`config.mk`:
```
export PLATFORM = sky130hd
export DESIGN_NAME = stage5mo
export DESIGN_NICKNAME = d
export VERILOG_FILES = /design/src/rtl/stage5mo_pkg.sv /design/src/rtl/mem_decode.sv /design/src/rtl/stage5mo.sv
export SDC_FILE = /design/constraint.sdc
export NUM_CORES = 1
export LEC_CHECK = 0
export CORE_MARGIN = 2
export CORE_UTILIZATION = 50
export CTS_CLUSTER_DIAMETER = 200
export CTS_CLUSTER_SIZE = 28
export DETAILED_ROUTE_END_ITERATION = 6
export HOLD_SLACK_MARGIN = 0.05
export PLACE_DENSITY = 0.93
export SETUP_SLACK_MARGIN = 0.02
export SLEW_MARGIN = 20
export SYNTH_ARGS = -nofsm -noshare
export SYNTH_HDL_FRONTEND = slang
export SYNTH_SLANG_ARGS = --single-unit
```
`constraint.sdc`:
```
create_clock -name clk -period 8.25 [get_ports clk]
set_clock_uncertainty 0.1 [all_clocks]
set_input_delay 1.65 -clock clk [delete_from_list [all_inputs] [get_ports clk]]
set_output_delay 1.65 -clock clk [all_outputs]
set_load 0.02 [all_outputs]
```
`src/rtl/stage5mo_pkg.sv`:
```
// Shared constants and types for the memory-operation stage of the 12-bit diad pipeline.
package stage5mo_pkg;

  localparam logic [1:0] ISET_R = 2'd0;
  localparam logic [1:0] ISET_I = 2'd1;

  localparam logic [3:0] OPC_R_LD  = 4'hC;
  localparam logic [3:0] OPC_R_ST  = 4'hD;
  localparam logic [3:0] OPC_I_LDi = 4'hC;
  localparam logic [3:0] OPC_I_STi = 4'hD;

  localparam int          CNT_W        = 4;
  localparam logic [11:0] RESULT_ABORT = 12'hFFF;

  typedef enum logic {
    ST_IDLE = 1'b0,
    ST_BUSY = 1'b1
  } state_e;

endpackage

```
`src/rtl/mem_decode.sv`:
```
// Load/store decode of {instruction set, opcode}; shared by the address and memory stages.
module mem_decode
  import stage5mo_pkg::*;
(
  input  logic [1:0] instr_set_i,
  input  logic [3:0] opcode_i,
  output logic       mem_instr_o,
  output logic       is_store_o,
  output logic       is_load_o
);

  assign is_load_o  = ((instr_set_i == ISET_R) && (opcode_i == OPC_R_LD)) ||
                      ((instr_set_i == ISET_I) && (opcode_i == OPC_I_LDi));
  assign is_store_o = ((instr_set_i == ISET_R) && (opcode_i == OPC_R_ST)) ||
                      ((instr_set_i == ISET_I) && (opcode_i == OPC_I_STi));
  assign mem_instr_o = is_load_o | is_store_o;

endmodule

```
`src/rtl/stage5mo.sv`:
```
// Memory-operation stage: performs loads/stores over a req/ack port with timeout,
// stalling upstream while busy; other instructions pass through one latch.
module stage5mo
  import stage5mo_pkg::*;
#(
  parameter int MAX_WAIT = 15
) (
  input  logic        clk,
  input  logic        rst,
  input  logic        enable_in,
  input  logic [1:0]  instr_set_in,
  input  logic [11:0] pc_in,
  input  logic [11:0] instr_in,
  input  logic [11:0] result_in,
  input  logic [11:0] store_data_in,
  input  logic [3:0]  flags_in,
  output logic        stall_out,
  output logic        dmem_req,
  output logic        dmem_we,
  output logic [11:0] dmem_addr,
  output logic [11:0] dmem_wdata,
  input  logic [11:0] dmem_rdata,
  input  logic        dmem_ack,
  output logic        enable_out,
  output logic [11:0] pc_out,
  output logic [11:0] instr_out,
  output logic [11:0] result_out,
  output logic [3:0]  flags_out,
  output logic        bus_err_out
);

  logic mem_instr, is_store, is_load;

  mem_decode u_mem_decode (
    .instr_set_i (instr_set_in),
    .opcode_i    (instr_in[11:8]),
    .mem_instr_o (mem_instr),
    .is_store_o  (is_store),
    .is_load_o   (is_load)
  );

  state_e             state_q, state_d;
  logic [CNT_W-1:0]   cnt_q, cnt_d;
  logic               stall_q, stall_d;
  logic               req_q, req_d;
  logic               we_q, we_d;
  logic [11:0]        addr_q, addr_d;
  logic [11:0]        wdata_q, wdata_d;
  logic               hold_load_q, hold_load_d;
  logic [11:0]        hold_pc_q, hold_pc_d;
  logic [11:0]        hold_instr_q, hold_instr_d;
  logic [3:0]         hold_flags_q, hold_flags_d;
  logic               en_q, en_d;
  logic [11:0]        pc_q, pc_d;
  logic [11:0]        instr_q, instr_d;
  logic [11:0]        result_q, result_d;
  logic [3:0]         flags_q, flags_d;
  logic               bus_err_q, bus_err_d;

  logic timeout;
  assign timeout = (cnt_q == CNT_W'(MAX_WAIT - 1));

  always_comb begin
    // NOTE: every signal gets a default before the case so no path leaves it unassigned (no latch).
    state_d      = state_q;
    cnt_d        = cnt_q;
    stall_d      = stall_q;
    req_d        = req_q;
    we_d         = we_q;
    addr_d       = addr_q;
    wdata_d      = wdata_q;
    hold_load_d  = hold_load_q;
    hold_pc_d    = hold_pc_q;
    hold_instr_d = hold_instr_q;
    hold_flags_d = hold_flags_q;
    en_d         = 1'b0;
    pc_d         = pc_q;
    instr_d      = instr_q;
    result_d     = result_q;
    flags_d      = flags_q;
    bus_err_d    = bus_err_q;

    unique case (state_q)
      ST_IDLE: begin
        if (enable_in && mem_instr) begin
          state_d      = ST_BUSY;
          cnt_d        = '0;
          stall_d      = 1'b1;
          req_d        = 1'b1;
          we_d         = is_store;
          addr_d       = result_in;
          wdata_d      = store_data_in;
          hold_load_d  = is_load;
          hold_pc_d    = pc_in;
          hold_instr_d = instr_in;
          hold_flags_d = flags_in;
        end else if (enable_in) begin
          en_d     = 1'b1;
          pc_d     = pc_in;
          instr_d  = instr_in;
          result_d = result_in;
          flags_d  = flags_in;
        end
      end
      ST_BUSY: begin
        cnt_d = cnt_q + 1'b1;
        // Ack takes priority over a coincident timeout.
        if (dmem_ack || timeout) begin
          state_d = ST_IDLE;
          stall_d = 1'b0;
          req_d   = 1'b0;
          we_d    = 1'b0;
          addr_d  = '0;
          wdata_d = '0;
          en_d    = 1'b1;
          pc_d    = hold_pc_q;
          instr_d = hold_instr_q;
          flags_d = hold_flags_q;
          if (!dmem_ack) begin
            result_d  = RESULT_ABORT;
            bus_err_d = 1'b1;
          end else begin
            result_d = hold_load_q ? dmem_rdata : addr_q;
          end
        end
      end
      default: state_d = ST_IDLE;
    endcase
  end

  // NOTE: sequential state uses non-blocking assignments so every flop samples pre-edge values.
  always_ff @(posedge clk or posedge rst) begin
    if (rst) begin
      state_q      <= ST_IDLE;
      cnt_q        <= '0;
      stall_q      <= 1'b0;
      req_q        <= 1'b0;
      we_q         <= 1'b0;
      addr_q       <= '0;
      wdata_q      <= '0;
      hold_load_q  <= 1'b0;
      hold_pc_q    <= '0;
      hold_instr_q <= '0;
      hold_flags_q <= '0;
      en_q         <= 1'b0;
      pc_q         <= '0;
      instr_q      <= '0;
      result_q     <= '0;
      flags_q      <= '0;
      bus_err_q    <= 1'b0;
    end else begin
      state_q      <= state_d;
      cnt_q        <= cnt_d;
      stall_q      <= stall_d;
      req_q        <= req_d;
      we_q         <= we_d;
      addr_q       <= addr_d;
      wdata_q      <= wdata_d;
      hold_load_q  <= hold_load_d;
      hold_pc_q    <= hold_pc_d;
      hold_instr_q <= hold_instr_d;
      hold_flags_q <= hold_flags_d;
      en_q         <= en_d;
      pc_q         <= pc_d;
      instr_q      <= instr_d;
      result_q     <= result_d;
      flags_q      <= flags_d;
      bus_err_q    <= bus_err_d;
    end
  end

  assign stall_out   = stall_q;
  assign dmem_req    = req_q;
  assign dmem_we     = we_q;
  assign dmem_addr   = addr_q;
  assign dmem_wdata  = wdata_q;
  assign enable_out  = en_q;
  assign pc_out      = pc_q;
  assign instr_out   = instr_q;
  assign result_out  = result_q;
  assign flags_out   = flags_q;
  assign bus_err_out = bus_err_q;

endmodule
```
## Word level (Yosys, flattened, before mapping)

Cells that the tools add are included.

- Flip-flop bits (word level): 102
- Input bits: 70
- Output and inout bits: 69
- Word-level logic and storage cells: 78

- Add/sub/neg operators: 1
- Eq/ne operators: 8
- Mux-type cells: 37
- Bitwise operators: 3
- Reduce and logical (&&, ||, !) cells: 13

Operator list:

| kind | count |
|---|---|
| 2-to-1 mux 12 bit | 14 |
| case mux 12 bit (2 select lines) | 5 |
| 2-to-1 mux 4 bit | 4 |
| case mux 4 bit (2 select lines) | 2 |
| equality test 4 bit, second input constant | 3 |
| 2-to-1 mux 1 bit | 8 |
| case mux 1 bit (2 select lines) | 4 |
| inequality test 2 bit, second input constant | 3 |
| AND reduction 3 bit | 2 |
| logical AND 1 bit | 5 |
| adder 4 x 1 -> 4 bit, second input constant | 1 |
| AND reduction 2 bit | 2 |
| logical OR 1 bit | 3 |
| equality test 2 x 1 -> 1 bit, second input constant | 1 |
| logical NOT 2 bit | 1 |
| inequality test 2 x 1 -> 1 bit, second input constant | 1 |
| NOT 1 bit | 2 |
| OR 1 bit | 1 |

## Depth between registers and ports, before layout

Gate-level depths: netlist (run 1).

- Depth after elaboration: 7
- Depth in mapped cells: 6
- Depth with buffers taken out: 5

## Modules after synthesis

Synthesis (run 1) repeated with hierarchy kept, for this count alone.

- Cell total of the unflattened synthesis: 427
- Area total of the unflattened synthesis: 4,560.6 um2

By module, submodules not included:

| module | instances | cells an instance | area each (um2) | sequential area each (um2) |
|---|---|---|---|---|
| stage5mo | 1 | 424 | 4,534.3 | 2,552.4 |
| mem_decode | 1 | 3 | 26.3 | 0.0 |

## Least setup slack after synthesis (run 1)

No wires, ideal clock.

- Path kind: input port to flip-flop
- From: input port instr_set_in[1]
- To: register flags_q[3], in the netlist flags_out[3]
- Setup time: 0.125 ns
- Arrival time: 2.747 ns
- Data required time: 8.025 ns
- Path slack: 5.278 ns
- Cell stages on the path: 4
- Path buffers: 1
- Cells stage by stage: and4bb_4 o311ai_4 buf_6 mux2_2

- Word-level cells in the longest chain between the ends: 7
- Elaborated cells on any way between the ends: 12
- Classes of those cells: 2 x eq/ne; 1 x bitwise; 9 x reduce/logical

RTL lines:

| element | line | source |
|---|---|---|
| start, declared | stage5mo.sv:11 | `input logic [1:0] instr_set_in,` |
| equality test 2 x 1 -> 1 bit or logical NOT 2 bit (tied branches) | n/a |  |
| logical AND 1 bit, on equally long branches | n/a |  |
| logical OR 1 bit, on equally long branches | mem_decode.sv:12, mem_decode.sv:14 |  |
| OR 1 bit * | mem_decode.sv:16 | `assign mem_instr_o = is_load_o \| is_store_o;` |
| logical AND 1 bit * | stage5mo.sv:85 | `if (enable_in && mem_instr) begin` |
| inequality test 2 bit (no line) * | n/a |  |
| AND reduction 3 bit (no line) * | n/a |  |
| end signal, assigned | stage5mo.sv:167 | `flags_q <= flags_d;` |
| end, declared | stage5mo.sv:57 | `logic [3:0] flags_q, flags_d;` |

Mark *: on every way between the ends. The rest lies on a longest branch, timed or not.
A chain may end at the register's enable or synchronous reset.

## Worst setup path in the final report (run 1)

- From: input port instr_set_in[1]
- To: register pc_q[2], in the netlist pc_out[2]

- Word-level cells in the longest chain between the ends: 7
- Elaborated cells on any way between the ends: 12
- Classes of those cells: 2 x eq/ne; 1 x bitwise; 9 x reduce/logical

RTL lines:

| element | line | source |
|---|---|---|
| equality test 2 x 1 -> 1 bit or logical NOT 2 bit (tied branches) | n/a |  |
| logical AND 1 bit, on equally long branches | n/a |  |
| logical OR 1 bit, on equally long branches | mem_decode.sv:12, mem_decode.sv:14 |  |
| OR 1 bit * | mem_decode.sv:16 |  |
| logical AND 1 bit * | stage5mo.sv:85 |  |
| inequality test 2 bit (no line) * | n/a |  |
| AND reduction 3 bit (no line) * | n/a |  |
| end signal, assigned | stage5mo.sv:164 | `pc_q <= pc_d;` |
| end, declared | stage5mo.sv:54 | `logic [11:0] pc_q, pc_d;` |

Marked as above.

==> summary.txt, run 1 <==
Global routing
  • Met2 usage: 34.77%
  • Pin count of the biggest net entering global routing: 68
  • First-pass GRT wire length: 16370 um
  • Gr busiest metal: met2
  • Total track usage: 21.19%
  • Met1 usage: 27.38%
  • Vias in the first global route: 3204
  • Initial antenna violation count: 0
  • Met3 usage: 5.461%
  • Final global-route overflow total: 0

Timing
  • Max frequency: 270.4 MHz
  • Final hold vios: 0
  • Setup violations, final: 0
  • Fin Setup TNS: 0 ns
  • Max transition margin: 26.37%
  • Final Cycle Share: 44.83%
  • RSZ-0062 raised after global routing: no
  • Worst slew pin tran: 1.101 ns
  • Final min period: 3.698 ns
  • Slew Limit Fails: 0

Route
  • Remaining DRCs: 0
  • Initial DRT Pass Iterations: 4
  • Routed WL: 9964 um
  • Wirelength per Cell: 17.89 um
  • Post-route ant nets: 0
  • DRT iter0 DRCs: 75
  • Vias per cell: 5.467
  • Vias post-DR: 3045

Critical path
  • Crit Path Class: in2reg
  • Reg-to-Reg Start: state_q
  • Setup crit start kind: input port
  • Worst Path Arrival: 3.84 ns
  • Worst endpoint required time: 8.40 ns
  • CP Capture Type: flop
  • Crit path max fanout: 21
  • Critical Path Source: instr_set_in[1]

Yosys
  • FF+latch count, synth: 102
  • Synth Area per Inst: 14.32 um2
  • Synth top area share: 56.76%
  • Sequential area share after synthesis: 56.76%
  • Most frequent cell after synthesis: dfrtp_1
  • Syn_nets: 386
  • Main area contributors after synthesis: dfrtp_1, mux2_2, a22o_1, mux2i_1, mux2_4
  • Leading cell types by count after synthesis: dfrtp_1, mux2_2, a22o_1, a21oi_1, nor2_1
  • Post-synth EDFFs: 0
  • Synth Warn #: 0
  • Unique masters post-synth: 26
  • Ys flop type: dfrtp_1
  • Post-synthesis async set-or-reset flop share: 100.0%
  • Mapped Area: 4497 um2
  • Cell taking the most area after synthesis: dfrtp_1
  • Gate Count Post-Synth: 314

Power and ir drop
  • Internal Power: 1.441 mW
  • Power Density: 358.2 nW/um2
  • Leak: 2.676 nW
  • Peak supply drop: 0.0002450 V
  • NetSw: 0.7473 mW
  • Sequential power share: 39.8%
  • Combinational Power Share: 43.8%
  • Sw frac: 34.15%
  • Clock power share: 16.3%

Job
  • MaxCap Viol Count: 0

Floorplanning
  • Chip width: 98.84 um
  • Initial Utilization: 51.56%
  • # rows: 34
  • IO Pins: 139
  • Die ar.: 9768 um2
  • Core region area: 8721 um2
  • DIE HEIGHT: 98.84 um

Clock network
  • CTS root buffer: clkbuf_8
  • Clk sinks: 102
  • Later-pin clock latency in the skew report: 0.36 ns
  • Number of buffers created by CTS: 9
  • CTS tree: built
  • # hold bufs at CTS: 0
  • CTS H-Tree Depth: 3
  • Post-CTS resize count: 0
  • Clk slew on worst S/H paths: 0.10 ns
  • Clock tree buffer depth: 2
  • Post-CTS Setup Bufs: 0

Placement
  • IO buf count: 137
  • Placer Congestion: 0.7887
  • Placed insts: 540
  • DP HPWL: 6761 um

Final layout
  • Area growth, synth to finish: 35.84%
  • Antenna cells: 0
  • Share of cells above drive strength 1: 26.95%
  • Nets@finish: 516
  • Final Util: 70.04%
  • Final std cells w/o fill: 557

Min path
  • Min-Delay Path Class: reg2reg
  • Worst hold start: hold_instr_q[11]

Run status
  • Status: finished, final reports clean
==> worst max-delay path, stage by stage <==
cell	delay, ns
clkdlybuf4s50_1	0.45
and4bb_4	0.26
o311ai_4	0.52
buf_6	0.26
buf_4	0.31
mux2_2	0.38
==> state kept, by name, summed over array words and instances (netlist names) <==
name and count:
flags_out 4, hold_load_q 1, dmem_req 1, cnt_q 4
hold_pc_q 12, state_q 1, hold_instr_q 12, pc_out 12
instr_out 12, bus_err_out 1, enable_out 1, dmem_we 1
hold_flags_q 4, dmem_wdata 12, dmem_addr 12, result_out 12
==> power by group through the flow <==
stage               clock, mW  combinational (mW)  sequential, mW
global route            0.390                1.02           0.900
finish                  0.358               0.959           0.871
floorplan                   0               0.470           0.978
detailed placement          0               0.966           0.879
global placement            0               0.939           0.865
CTS                     0.364               0.968           0.870
==> per-stage QoR <==
stage	power (mW)	setup slack, ns	hold slack (ns)	cell area [um2]
finish	2.188	4.552	0.3766	6108
global route	2.310	4.469	0.4021	6108
CTS	2.203	4.253	0.3778	6095
detailed placement	1.844	3.871	0.3529	5862
global placement	1.804	3.900	0.3471	5862
floorplan	1.448	3.825	0.3285	4497
==> area by class of cell <==
| class | instances | area (um2) |
|---|---|---|
| Fill cell | 575 | 2613 |
| Sequential cell | 102 | 2556 |
| Clock buffer | 12 | 155.1 |
| Inverter | 5 | 21.27 |
| Multi-Input combinational cell | 186 | 1765 |
| Tap cell | 108 | 135.1 |
| Timing Repair Buffer | 140 | 1398 |
| Clock inverter | 4 | 77.57 |
==> final timing paths <==
path	endpoint	slack, ns	cells past startpoint
worst max-delay path	pc_out[2]	4.55	6
worst min-delay path	hold_instr_q[11]	0.38	1
worst max register to register	pc_out[2]	5.53	5
worst min register to register	hold_instr_q[11]	0.38	1
max in group asynchronous	state_q	5.23	3
min in group asynchronous	hold_instr_q[3]	1.56	2
==> cells by family after synthesis <==
| group | count (synthesis) | synth area share (%) |
|---|---|---|
| compound gates | 45 | 8.041 |
| buf+inv | 26 | 3.979 |
| simple gates | 32 | 3.729 |
| flops | 102 | 56.76 |
| fa+ha+maj | 2 | 0.5564 |
| mux | 107 | 26.93 |
==> cells in the final DEF, fill, tap and decap left out, types with 3 or more instances in the layout <==
cell type and instances:
clkdlybuf4s50_1 137, dfrtp_1 101, mux2_2 88, a22o_1 26, nor2_1 14, a21oi_1 14
mux2i_1 13, clkbuf_8 11, mux2_4 6, nand2_1 5, inv_1 4, and2_1 3
==> per-layer routing <==
| metal | wire (um) | vias up |
|---|---|---|
| li1 | - | 1388 |
| met1 | 4187 | 1544 |
| met2 | 5105 | 94 |
| met3 | 462 | 19 |
| met4 | 208 | 0 |
| met5 | 0 | - |
No activity file was read; power rests on OpenSTA's default activity.
==> run 2: changes to the inputs <==
- CORE_UTILIZATION: 50 -> 42
- PLACE_DENSITY: 0.93 -> 0.84
- clock period: 8.25 -> 3.3 ns (I/O delays scaled with it)
==> summary.txt, run 2 (synthesis results as in run 1) <==
Run status
  • Status: finished, final reports clean (unchanged)

Power and ir drop
  • Power Density: 874.6 nW/um2 (was 358.2 nW/um2)
  • Combinational Power Share: 45.9% (was 43.8%)
  • Leak: 2.684 nW (was 2.676 nW)
  • Peak supply drop: 0.0005095 V (was 0.0002450 V)
  • Sw frac: 34.48% (was 34.15%)
  • Sequential power share: 39.4% (was 39.8%)
  • NetSw: 1.858 mW (was 0.7473 mW)
  • Clock power share: 14.7% (was 16.3%)
  • Total power: 5.388 mW (was 2.188 mW)
  • Internal Power: 3.530 mW (was 1.441 mW)

Global routing
  • Pin count of the biggest net entering global routing: 55 (was 68)
  • Vias in the first global route: 3277 (was 3204)
  • Final global-route overflow total: 0 (unchanged)
  • Total track usage: 18.56% (was 21.19%)
  • Initial antenna violation count: 0 (unchanged)
  • First-pass GRT wire length: 16530 um (was 16370 um)

Timing
  • Max transition margin: 52.70% (was 26.37%)
  • RSZ-0062 raised after global routing: no (unchanged)
  • Worst slew pin tran: 0.7096 ns (was 1.101 ns)
  • Final hold vios: 0 (unchanged)
  • Slew Limit Fails: 0 (unchanged)
  • Final WS setup: 0.9991 ns (was 4.552 ns)
  • Setup violations, final: 0 (unchanged)
  • Final Cycle Share: 69.72%
  • Worst hold margin: 0.3715 ns (was 0.3766 ns)
  • Final min period: 2.301 ns
  • Max frequency: 434.6 MHz
  • Fin Setup TNS: 0 ns (unchanged)

Placement
  • IO buf count: 137 (unchanged)
  • Placed insts: 573 (was 540)
  • DP HPWL: 7078 um (was 6761 um)
  • Post-DP Area: 5948 um2 (was 5862 um2)
  • Placer Congestion: 0.7883 (was 0.7887)
  • Place WS: 0.4764 ns (was 3.871 ns)

Clock network
  • CTS H-Tree Depth: 3 (unchanged)
  • # hold bufs at CTS: 0 (unchanged)
  • Later-pin clock latency in the skew report: 0.36 ns (about the same)
  • Clk sinks: 102 (unchanged)
  • Post-CTS resize count: 0 (unchanged)
  • Clock tree buffer depth: 2 (unchanged)
  • CTS tree: built (unchanged)
  • CTS root buffer: clkbuf_8 (unchanged)
  • Number of buffers created by CTS: 9 (unchanged)
  • Post-CTS Setup Bufs: 0 (unchanged)
  • Clk slew on worst S/H paths: 0.09 ns (was 0.10 ns)

Route
  • DRT iter0 DRCs: 114 (was 75)
  • Post-route ant nets: 0 (unchanged)
  • Vias per cell: 5.222 (was 5.467)
  • Wirelength per Cell: 17.39 um (was 17.89 um)
  • Initial DRT Pass Iterations: 4 (unchanged)
  • Remaining DRCs: 0 (unchanged)
  • Routed WL: 10260 um (was 9964 um)
  • Vias post-DR: 3081 (was 3045)

Min path
  • Min-Delay Path Class: reg2reg (unchanged)

Final layout
  • Post-route cell area: 6161 um2 (was 6108 um2)
  • Share of cells above drive strength 1: 27.53% (was 26.95%)
  • Fill count: 836 (was 575)
  • Multi-input logic area: 1765 um2 (unchanged)
  • Most common cell after layout, fill and taps aside: clkdlybuf4s50_1 (unchanged)
  • Area growth, synth to finish: 37.01% (was 35.84%)
  • Antenna cells: 0 (unchanged)
  • Commonest non-fill, non-tap cells in the layout: clkdlybuf4s50_1, dfrtp_1, mux2_2 (unchanged)
  • Final Util: 59.41% (was 70.04%)
  • Nets@finish: 521 (was 516)
  • Final std cells w/o fill: 590 (was 557)
  • Sequential cell area: 2554 um2 (was 2556 um2)

Critical path
  • Top Family by Delay on Critical Path: buffers and inverters (unchanged)
  • Worst Path Arrival: 2.45 ns (was 3.84 ns)
  • Setup crit start kind: input port (unchanged)
  • CP max stage cell: clkdlybuf4s50_1 (was o311ai_4)
  • CP bufs+invs: 2 (was 3)
  • Crit Path Class: in2reg (unchanged)
  • CP Capture Type: flop (unchanged)
  • Slowest Stage Delay on Critical Path: 0.52 ns (about the same)
  • Worst-path cell chain: clkdlybuf4s50_1 > and4bb_4 > nand2_2 > buf_4 > mux2_2 (was clkdlybuf4s50_1 > and4bb_4 > o311ai_4 > buf_6 > buf_4 > mux2_2)
  • Crit path max fanout: 21 (unchanged)
  • Worst endpoint required time: 3.45 ns (was 8.40 ns)

Floorplanning
  • Initial Utilization: 43.36% (was 51.56%)
  • Die ar.: 11550 um2 (was 9768 um2)
  • IO Pins: 139 (unchanged)
  • Chip width: 107.5 um (was 98.84 um)
  • Core region area: 10370 um2 (was 8721 um2)
  • DIE HEIGHT: 107.5 um (was 98.84 um)
  • # rows: 37 (was 34)

Job
  • MaxCap Viol Count: 0 (unchanged)
==> run 2: power by group through the flow <==
stage	clock network, mW	logic, mW	registers, mW
3_3_place_gp	0	2.43	2.11
3_5_place_dp	0	2.48	2.14
6_report	0.795	2.47	2.12
4_1_cts	0.829	2.49	2.12
5_1_grt	0.877	2.63	2.19
2_1_floorplan	0	1.18	2.44
==> run 2: worst paths after layout <==
path | endpoint | cells after the start | startpoint | slack [ns]
min reg2reg | hold_instr_q[11] | 1 | hold_instr_q[11] | 0.37
min in group asynchronous | hold_flags_q[3] | 2 | rst | 0.49
min | hold_instr_q[11] | 1 | hold_instr_q[11] | 0.37
max | hold_instr_q[2] | 5 | instr_in[9] | 1.0
max in group asynchronous | hold_instr_q[2] | 3 | rst | 1.84
max reg2reg | flags_out[3] | 4 | state_q | 1.09
==> run 2: layer usage <==
metal  share of wire, %  up-vias  track usage, %
met5                  0        -               0
met4                1.4        0           6.593
met3                5.7       12           4.964
met2                 51       91           32.01
met1                 42     1583           22.39
li1                   -     1395               -
==> run 2: final cells by class <==
cell class / instances / share of cell area [%]
inverter: 5 / 0.3656
sequential: 102 / 41.45
clock buffer: 13 / 2.579
tap: 136 / 2.762
timing repair buffer: 145 / 23.50
clock inverter: 3 / 0.6905
multi-input combinational: 186 / 28.66
==> edit 1, RTL diff (flow settings as in run 2) <==
`MAX_WAIT`: 15 -> 11.
--- a/src/rtl/stage5mo.sv
+++ b/src/rtl/stage5mo.sv
@@ -3,7 +3,7 @@
 module stage5mo
   import stage5mo_pkg::*;
 #(
-  parameter int MAX_WAIT = 15
+  parameter int MAX_WAIT = 11
 ) (
   input  logic        clk,
   input  logic        rst,
Check against the original RTL: same outputs for any inputs over 4 cycles, from zero or initial values and one cycle with rst high; that may be too few to reach the edited logic, so the function may still have changed.
==> edit 1 against run 2 <==
Count of clock-buffer cells in the layout unchanged. Non-clock buffer count rose by 2. Cell area rose by 3.4%. Worst setup slack improved by 0.011 ns. Global-route usage rose by 0.77 points. Final cell count increased by 9.5%. Power fell by 1.1%. Synthesized area is 3.8% higher. Wire length grew 9.0%. First-iteration DRC count increased by 100%. Via count is 13% higher. Clock power grew 21%. Sequential cell count did not move. Critical endpoint is now result_out[9]$_DFFE_PP0P_. Largest cell class unchanged.
==> edit 1: results (changes against run 2) <==
Hold Startpoint bus_err_out$_DFFE_PP0P_; DR iter-0 viols 233 (+100%); routed wl met2 5.575 mm (+6.7%); met3 Use GR 3.616% (-1.3 points); first-pass GRT wire length 17.87 mm (+8.1%); hold crit path type flop to flop; PwrDens 837.1 nW/µm² (-4.3%); met1 usage 23.61% (+1.2 points); nets@finish 573 (+10%); GRT Total Usage 19.33% (+0.77 points); Net Sw Frac 33.80% (-0.68 points); Final GP Congestion 0.8162 (+3.5%); fraction of layout cells with a size suffix above 1 24.11% (-3.4 points); Reg power frac 39.3% (about the same); Synth top cells by count dfrtp_1 (102), mux2_2 (87), nand3_1 (49); Hold WS 0.3733 ns (+0.001775 ns); Clk pwr share 18.1% (+3.4 points); sequential-to-total area share from yosys stat 54.66% (-2.1 points); dominant cells by area after synthesis dfrtp_1 (55%), mux2_2 (21%), nand3_1 (5.3%); post-route minimum period 2.289 ns (-0.01148 ns); critical path fanouts, max 32 (+52%); vias in the first global route 3,636 (+11%); hold endpoint bus_err_out$_DFFE_PP0P_; worst vdd ir 0.4617 mV (-9.4%); Total Routed Length 11.19 mm (+9.0%); Post-Syn Nets 444 (+15%); Yosys cell types 31 (+19%); post-DR vias/cell 5.370 (+2.8%); dpl ws 0.6255 ns (+0.1491 ns); Leak 2.704 nW (+0.77%); Placed Area 6118 µm² (+2.9%); crit path to result_out[9]$_DFFE_PP0P_; outcome finished clean; met3 routed WL 584 µm (+0.69%); detailed placement HPWL 7.846 mm (+11%); register-to-register setup slack 1.13 ns (+0.04 ns); met1 wire length 4.680 mm (+8.6%)
## edit 1: cell count changes after synthesis, moves of 5 or more
cell      delta
o21ai_0     +25
mux2_4       -5
nand3_1     +49
mux2_1       +5
a22o_1      -25
clkbuf_1     +8
## edit 1: final cells by class
class,count,area (µm²)
Fill cell,890,4473
Sequential cell,102,2554
Clock inverter,3,90.09
Clock buffer,13,158.9
Tap cell,140,175.2
Timing Repair Buffer,147,1459
Multi-Input combinational cell,234,1901
Inverter,7,30.03
## edit 1: logic make-up after synthesis
group | after synthesis | synth area share, %
AOI/OAI and AO/OA | 45 | 5.467
muxes | 106 | 25.29
adders and majority gates | 2 | 0.5358
DFF | 102 | 54.66
and+or+nand+nor | 81 | 9.352
buffers and inverters | 36 | 4.689
## edit 1: worst max-delay path, cell delays in order
cell and delay, ns:
clkdlybuf4s50_1 0.48, and4bb_4 0.21, o311ai_4 0.23, buf_4 0.45
mux2_2 0.40
==> edit 2, RTL diff (config.mk and constraints of run 2) <==
Made on the original files. Take the reset off `result_q` and load it in a clocked block of its own.
--- a/src/rtl/stage5mo.sv
+++ b/src/rtl/stage5mo.sv
@@ -145,7 +145,6 @@
       en_q         <= 1'b0;
       pc_q         <= '0;
       instr_q      <= '0;
-      result_q     <= '0;
       flags_q      <= '0;
       bus_err_q    <= 1'b0;
     end else begin
@@ -163,10 +162,13 @@
       en_q         <= en_d;
       pc_q         <= pc_d;
       instr_q      <= instr_d;
-      result_q     <= result_d;
       flags_q      <= flags_d;
       bus_err_q    <= bus_err_d;
     end
+  end
+
+  always_ff @(posedge clk) begin
+    result_q <= result_d;
   end
 
   assign stall_out   = stall_q;
Behaviour: not the same (a bounded check fails within 4 cycles, from zero or initial values and one cycle with rst high).
==> edit 2 against run 2 <==
Synthesized area decreased by 2.2%. Synthesized cell count shrank 3.8%. Worst hold slack improved by 0.0042 ns. Count of clock-buffer cells in the layout fell by 1. Power shrank 2.6%. Worst setup slack better by 0.11 ns. Cell area shrank 1.0%. Sequential cell count unchanged. First-iteration DRC count decreased by 23%. Fmax rose by 5.0%. Wire length shrank 4.2%. Highest routed layer unchanged. Sequential share of layout area up 1.4 points. Register-to-register slack improved by 0.02 ns.
==> edit 2: results (changes against run 2) <==
PwrDens 860.5 nW/µm² (-1.6%); async set or reset register ratio after synthesis 88.24% (-12 points); crit path to pc_out[2]$_DFFE_PP0P_; Final GP Congestion 0.7445 (-5.6%); sequential-to-total area share from yosys stat 59.40% (+2.6 points); Hold Startpoint hold_instr_q[10]$_DFFE_PP0P_; number of filler cells placed in the layout 820 (-1.9%); Placed Area 5898 µm² (-0.84%); dpl ws 0.7379 ns (+0.2615 ns); worst r2r src state_q$_DFF_PP0_; clock network area share 3.263% (-0.0068 points); outcome finished clean; worst vdd ir 0.4792 mV (-6.0%); Switch Pwr 0.001772 W (-4.6%); Post-CTS Setup Inserts 0 (unchanged); first-pass GRT wire length 15.70 mm (-5.0%); H-tree Lvls 3 (unchanged); Data buffer area share 23.89% (+0.39 points); dominant cells by area after synthesis dfrtp_1 (51%), mux2_2 (18%), edfxtp_1 (8.2%); fmax 456.3 MHz (+5.0%); arrival time of the worst setup path 2.32 ns (-0.13 ns); crit-path max cell delay 0.76 ns (+0.24 ns); nets@finish 510 (-2.1%); DR iter-0 viols 88 (-23%); Post-synth EDFFs 12 (+12); area occupied by registers 2614 µm² (+2.4%); Synth top cells by count dfrtp_1 (90), mux2_2 (72), a22o_1 (26); Hold WS 0.3757 ns (+0.004160 ns); highest-delay cell along the critical path dfrtp_2; Leak 2.630 nW (-2.0%); Total Routed Length 9.825 mm (-4.2%); Multi-input comb cells 175 (-5.9%); Logic pwr share 44.2% (-1.7 points); CP Class flop to flop; GRT Total Usage 17.60% (-0.96 points); dpl cells 563 (-1.7%); Post-Syn Nets 374 (-3.1%); vias in the first global route 3,103 (-5.3%); WL/cell 17.00 µm (-2.3%); PortBufs 137 (unchanged); Yosys cell types 30 (+15%); register-to-register setup slack 1.11 ns (+0.02 ns); CLK BUF 12 (-1); fraction of layout cells with a size suffix above 1 24.89% (-2.6 points); hold endpoint hold_instr_q[10]$_DFFE_PP0P_; synth-to-layout area growth 38.63%; post-DR vias/cell 5.152 (-1.3%); detailed placement HPWL 6.922 mm (-2.2%); area of the multi-input gates 1638 µm² (-7.2%); Gate Count Post-Synth 302 (-3.8%); setup_tns 0 ns (unchanged); critical path fanouts, max 30 (+43%); largest net degree at the start of global routing 49 (-11%); Worst slew margin 48.79% (-3.9 points)
==> edit 2: cell count changes after synthesis, moves of 3 or more <==
cell      delta
mux2_2      -16
dfrtp_1     -12
edfxtp_1    +12
buf_6        -4
mux2_4       +3
==> edit 2: logic make-up after synthesis <==
family	share of synthesized area (%)
buf+inv	3.584
compound gates	8.023
fa+ha+maj	0.5689
simple gates	3.699
flops	59.40
mux	24.72
==> edit 2: layer usage <==
metal	part of all wire (%)	GRT usage [%]	up-vias
li1	-	-	1367
met1	43	21.91	1501
met2	51	30.72	92
met3	4.2	2.882	18
met4	2.2	6.579	0
met5	0	0	-
==> edit 2: worst max-delay path: cells and delay by family (launching register included) <==
kind	cells	cell delay (ns)
AO/OA/AOI/OAI	1	0.21
buffers and inverters	1	0.27
flip-flops	1	0.76
AND/OR/NAND/NOR	1	0.36
multiplexers	1	0.37
